===== config.mk =====
export PLATFORM = sky130hd
export DESIGN_NAME = instr_fetch_unit
export DESIGN_NICKNAME = d
export VERILOG_FILES = /design/src/rtl/ifu_pkg.sv /design/src/rtl/ifu_timeout_ctr.sv /design/src/rtl/instr_fetch_unit.sv
export SDC_FILE = /design/constraint.sdc
export NUM_CORES = 1
export LEC_CHECK = 0
export ABC_CLOCK_PERIOD_IN_PS = 2100
export CORE_MARGIN = 4
export CORE_UTILIZATION = 49
export CTS_CLUSTER_DIAMETER = 150
export DETAILED_ROUTE_END_ITERATION = 8
export PLACE_DENSITY_LB_ADDON = 0.15
export SLEW_MARGIN = 20
export SYNTH_ARGS = -nofsm -noshare
export SYNTH_HDL_FRONTEND = slang
export SYNTH_HIERARCHICAL = 1
export SYNTH_SLANG_ARGS = --single-unit

===== constraint.sdc =====
create_clock -name clk -period 2.1 [get_ports clk]
set_input_delay 0.42 -clock clk [delete_from_list [all_inputs] [get_ports clk]]
set_output_delay 0.42 -clock clk [all_outputs]
set_load 0.05 [all_outputs]

===== src/rtl/ifu_pkg.sv =====
// Shared types and constants for the instruction fetch unit: sequencer states,
// opcode encodings and the position of the opcode field in an instruction word.
package ifu_pkg;

  typedef enum logic [2:0] {
    IDLE,
    RD_I,
    CAP_I,
    RD_IMM,
    CAP_IMM,
    ISSUE,
    EXEC,
    STOP
  } state_t;

  localparam logic [2:0] OP_MV   = 3'b000;
  localparam logic [2:0] OP_MVI  = 3'b001;
  localparam logic [2:0] OP_ADD  = 3'b010;
  localparam logic [2:0] OP_SUB  = 3'b011;
  localparam logic [2:0] OP_HALT = 3'b111;

  localparam int OPC_HI = 8;
  localparam int OPC_LO = 6;

endpackage


===== src/rtl/ifu_timeout_ctr.sv =====
// Watchdog counter for the Done handshake: cleared when an instruction is issued,
// counts while waiting, and flags terminal count when it reaches TIMEOUT.
module ifu_timeout_ctr #(
  parameter int TIMEOUT = 15
) (
  input  logic clk,
  input  logic Resetn,
  input  logic clear,
  input  logic en,
  output logic tc
);

  localparam int CW = (TIMEOUT < 2) ? 1 : $clog2(TIMEOUT + 1);

  logic [CW-1:0] count;

  always_ff @(posedge clk) begin
    if (!Resetn) begin
      count <= '0;
    end else if (clear) begin
      count <= '0;
    end else if (en) begin
      count <= count + CW'(1);
    end
  end

  assign tc = (count == CW'(TIMEOUT));

endmodule


===== src/rtl/instr_fetch_unit.sv =====
// Program sequencer feeding the control-unit processor: fetches instruction and
// immediate words, pulses Run, and waits (with a watchdog) for Done.
module instr_fetch_unit #(
  parameter int ADDR_W  = 8,
  parameter int DATA_W  = 16,
  parameter int TIMEOUT = 15
) (
  input  logic              clk,
  input  logic              Resetn,
  input  logic              Enable,
  output logic [ADDR_W-1:0] mem_addr,
  output logic              mem_rd,
  input  logic [DATA_W-1:0] mem_data,
  output logic [DATA_W-1:0] DinOut,
  output logic              Run,
  input  logic              Done,
  output logic [ADDR_W-1:0] pc,
  output logic              halted,
  output logic              err
);

  import ifu_pkg::*;

  state_t            state;
  logic [DATA_W-1:0] ir_word;
  logic [DATA_W-1:0] imm_word;
  logic              is_mvi;
  logic [2:0]        opc;
  logic [ADDR_W-1:0] pc_inc;
  logic [ADDR_W-1:0] pc_next;
  logic              tmr_clear;
  logic              tmr_en;
  logic              tmr_tc;

  assign opc     = mem_data[OPC_HI:OPC_LO];
  assign pc_inc  = pc + ADDR_W'(1);
  assign pc_next = pc + (is_mvi ? ADDR_W'(2) : ADDR_W'(1));

  assign tmr_clear = (state == ISSUE);
  assign tmr_en    = (state == EXEC) && !Done && !tmr_tc;

  ifu_timeout_ctr #(
    .TIMEOUT(TIMEOUT)
  ) u_timeout (
    .clk   (clk),
    .Resetn(Resetn),
    .clear (tmr_clear),
    .en    (tmr_en),
    .tc    (tmr_tc)
  );

  // Outputs are registered: each is loaded on the edge that enters the state
  // in which it must be visible, so mem_rd/Run are high exactly in RD_*/ISSUE.
  always_ff @(posedge clk) begin
    if (!Resetn) begin
      state    <= IDLE;
      pc       <= '0;
      mem_addr <= '0;
      mem_rd   <= 1'b0;
      DinOut   <= '0;
      Run      <= 1'b0;
      halted   <= 1'b0;
      err      <= 1'b0;
      ir_word  <= '0;
      imm_word <= '0;
      is_mvi   <= 1'b0;
    end else begin
      mem_rd <= 1'b0;
      Run    <= 1'b0;
      case (state)
        IDLE: begin
          if (Enable && !halted && !err) begin
            mem_addr <= pc;
            mem_rd   <= 1'b1;
            state    <= RD_I;
          end
        end
        RD_I: state <= CAP_I;
        CAP_I: begin
          ir_word <= mem_data;
          is_mvi  <= 1'b0;
          case (opc)
            OP_HALT: begin
              halted <= 1'b1;
              state  <= STOP;
            end
            OP_MVI: begin
              is_mvi   <= 1'b1;
              mem_addr <= pc_inc;
              mem_rd   <= 1'b1;
              state    <= RD_IMM;
            end
            OP_MV, OP_ADD, OP_SUB: begin
              DinOut <= mem_data;
              Run    <= 1'b1;
              state  <= ISSUE;
            end
            default: begin
              DinOut <= mem_data;
              Run    <= 1'b1;
              state  <= ISSUE;
            end
          endcase
        end
        RD_IMM: state <= CAP_IMM;
        CAP_IMM: begin
          imm_word <= mem_data;
          DinOut   <= ir_word;
          Run      <= 1'b1;
          state    <= ISSUE;
        end
        ISSUE: begin
          // The processor reads the immediate in its T1 step, so mvi switches DinOut here.
          DinOut <= is_mvi ? imm_word : ir_word;
          state  <= EXEC;
        end
        EXEC: begin
          if (Done) begin
            pc <= pc_next;
            if (Enable) begin
              mem_addr <= pc_next;
              mem_rd   <= 1'b1;
              state    <= RD_I;
            end else begin
              state <= IDLE;
            end
          end else if (tmr_tc) begin
            err   <= 1'b1;
            state <= STOP;
          end
        end
        STOP: state <= STOP;
        default: state <= IDLE;
      endcase
    end
  end

endmodule


==> flow_metrics.tcl <==
set metrics [dict create \
    drc_errors 0 \
    tightestPinTransition_ns 0.695 \
    vias 3405 \
    cts_buffers 9 \
    placedCellCount 601 \
    timing.rr.start "is_mvi" \
    synthDistinctLibCells 60 \
    status "finished clean" \
    synth_compound_area_share_pct 21.9 \
    synth_fp_nets 476 \
    hold_end "imm_word[12]" \
    finalMaxSlewViolations 0 \
    fin_nets 538 \
    io_pins 56 \
    wl_um 9710 \
    cp-end-kind "output pin" \
    cts.sinks 76 \
    synth_ff_type "dfxtp_1" \
    synth-xor-area-share_pct 2.60 \
    whs_path_depth 2 \
    clockRootBuffer "clkbuf_8" \
    post_cts_buffers 0 \
    syn_inst 451 \
    insertion_delay_ns 0.35 \
    cp_data_arrival_time_ns 1.64 \
    die_y_um 95.0 \
    grt_max_degree 54 \
    synth.yosys.seq_area_share_pct 41.1 \
    pre_cts_ws_ns -0.201 \
    place_hpwl_um 6490 \
    layout_min_cycle_time_ns 2.06 \
    syn_area_sq_mm 0.00371 \
    hp-class "register to register" \
    place_area_sq_mm 0.00444 \
    fp-row-count 31 \
    gp_congestion 0.806 \
    grt_usage_pct 22.6 \
    r2r_end "mem_addr[6]" \
    final_cell_area_sq_mm 0.00470 \
    grt_overflow 0 \
    detail_route.first_pass.iterations 4 \
    ys_ff_latch 76 \
    power_mw 3.65 \
    drive_gt1_share_pct 12.7 \
    crit_path_start_kind "register" \
    grt_pass1_vias 3269 \
    dieArea_sq_mm 0.00902 \
    hold_viol_final 0 \
    core_area_sq_mm 0.00729 \
    dr.first_iter.drc_count 155 \
    synth_fa_ha_area_share_pct 1.89 \
    cts_max_level 3 \
    synth_top_family_by_area "simple AND/OR/NAND/NOR gates" \
    clockBufferDepth 2 \
    initial_utilization_pct 50.8 \
    routed_via_density 5.52 \
    clk_pin_slew_ns 0.08 \
    required_ns 1.68 \
    cp_max_fo 8 \
    max_freq_mhz 486 \
    max_cap_viol_count 0 \
    syn_to_final_growth_pct 26.7 \
    synth_mux_area_share_pct 0.810 \
    grt_pass1_wl_um 16000 \
    fin_ws_ns 0.0417 \
    wire_per_inst_um 15.7 \
    setup_viol_count_final 0 \
    die_w_um 95.0 \
    finClkSkew_ns 0.00699 \
    final_cell_count_no_fill 617 \
    rrSetupSlack_ns 0.09 \
    fin_crit_sh_pct 98.0 \
    postRouteAntennaNets 0 \
    async_flop_share_pct 0 \
    hold_path_startpoint "imm_word[12]" \
    max_slew_margin_pct 53.5 \
    io_buffers 55 \
    r2r_cells 8 \
    synth_edf_count 0 \
    final_core_util_pct 64.4 \
    crit_type "register to output pin" \
    synthSimpleGateAreaFrac_pct 25.7 \
    startpoint "pc[0]" \
    antenna_found_initial 0 \
    power_density_mw_per_mm2 776 \
    p_leak_nw 1.74 \
    syn_avg_cell_area_sq_um 8.22 \
    ir_drop_mv 0.409 \
    diodes 0 \
    yosysWarnings 6 \
    cts_tree "built" \
]
[registers in the layout (all words and copies together), names as in the netlist]
signal and count:
DinOut 16, imm_word 16, ir_word 16, mem_addr 8, pc 8, u_timeout/count 4, state 3, Run 1
err 1, halted 1, is_mvi 1, mem_rd 1
[final cells by class]
class	instances	area [sq um]
repair buffers	89	818
fillers	658	2600
multi-input cells	332	1960
well taps	99	124
clock buffers	9	124
clock inverters	7	124
inverters	5	18.8
flip-flops and latches	76	1520
[cells in the final DEF (no fill, tap or decap), drive strengths merged, types with 5 or more instances in the layout]
cell           instances
clkdlybuf4s50         51
nand2                 76
nor2                  31
nand3                 22
xnor2                  6
nand2b                 6
dfxtp                 76
inv                    5
a211o                 16
xor2                   5
a21oi                 66
buf                   36
a211oi                25
clkbuf                 9
and3                  18
[stage by stage]
step | hold WS (ns) | setup TNS [ns]
3_5_place_dp | 0.442 | -1.43
3_3_place_gp | 0.437 | -1.24
6_report | 0.454 | 0
2_1_floorplan | 0.432 | 0
5_1_grt | 0.474 | -0.0487
4_1_cts | 0.453 | 0
[cell families after synthesis]
kind of cell	count (synthesis)
flip-flops	76
AND/OR/NAND/NOR	188
XOR/XNOR	11
adder cells (fa/ha/maj)	5
AO/OA/AOI/OAI	125
buffers and inverters	43
multiplexers	3
[cell usage after synthesis (all sizes together) (3+ instances only)]
cell type	number	area share, %
a211o	16	3.8
a211oi	25	5.1
a21oi	66	8.9
a311oi	3	0.71
a31oi	3	0.91
and2	3	0.54
and3	18	3.1
and4b	3	0.81
buf	18	3.3
clkbuf	19	2.0
dfxtp	76	41
ha	4	1.4
inv	4	0.41
mux2i	3	0.81
nand2	76	7.7
nand2b	6	1.0
nand3	22	3.1
nand4	4	0.68
nor2	31	3.1
o21ai	4	0.64
xnor2	6	1.4
xor2	5	1.2
[timing repair]
action	in CTS	in global routing
gates resized for setup	0	3
hold buffers	0	0
setup endpoints to repair	0	3
[layer usage]
layer | wire, um | share of wire (%) | up-vias | track usage, %
li1 | - | - | 1723 | -
met1 | 4470 | 46 | 1597 | 29.8
met2 | 4740 | 49 | 70 | 37.1
met3 | 331 | 3.4 | 15 | 2.95
met4 | 171 | 1.8 | 0 | 9.38
met5 | 0 | 0 | - | 0
[worst max-delay path, stage by stage, from the launching register on]
cell and delay (ns):
dfxtp_2 0.34, buf_4 0.15, clkdlybuf4s50_1 0.81
[report_power, final]
part	internal (mW)	total [mW]	switching, mW	leakage, nW
clock	0.798	1.38	0.585	0.120
sequential	1.52	1.57	0.0488	0.618
combinational	0.264	0.696	0.432	1.00
total	2.58	3.65	1.07	1.74
[how the worst max path moves through the flow]
stage                   to  depth (start not counted)  slack (ns)
2_1_floorplan  mem_addr[4]                          9        0.05
3_3_place_gp   mem_addr[5]                          5       -0.17
3_5_place_dp   mem_addr[0]                          5       -0.20
4_1_cts              pc[6]                          1        0.02
5_1_grt        mem_addr[6]                          8       -0.04
6_report             pc[0]                          2        0.04
Power figures use the tool's default switching activity.
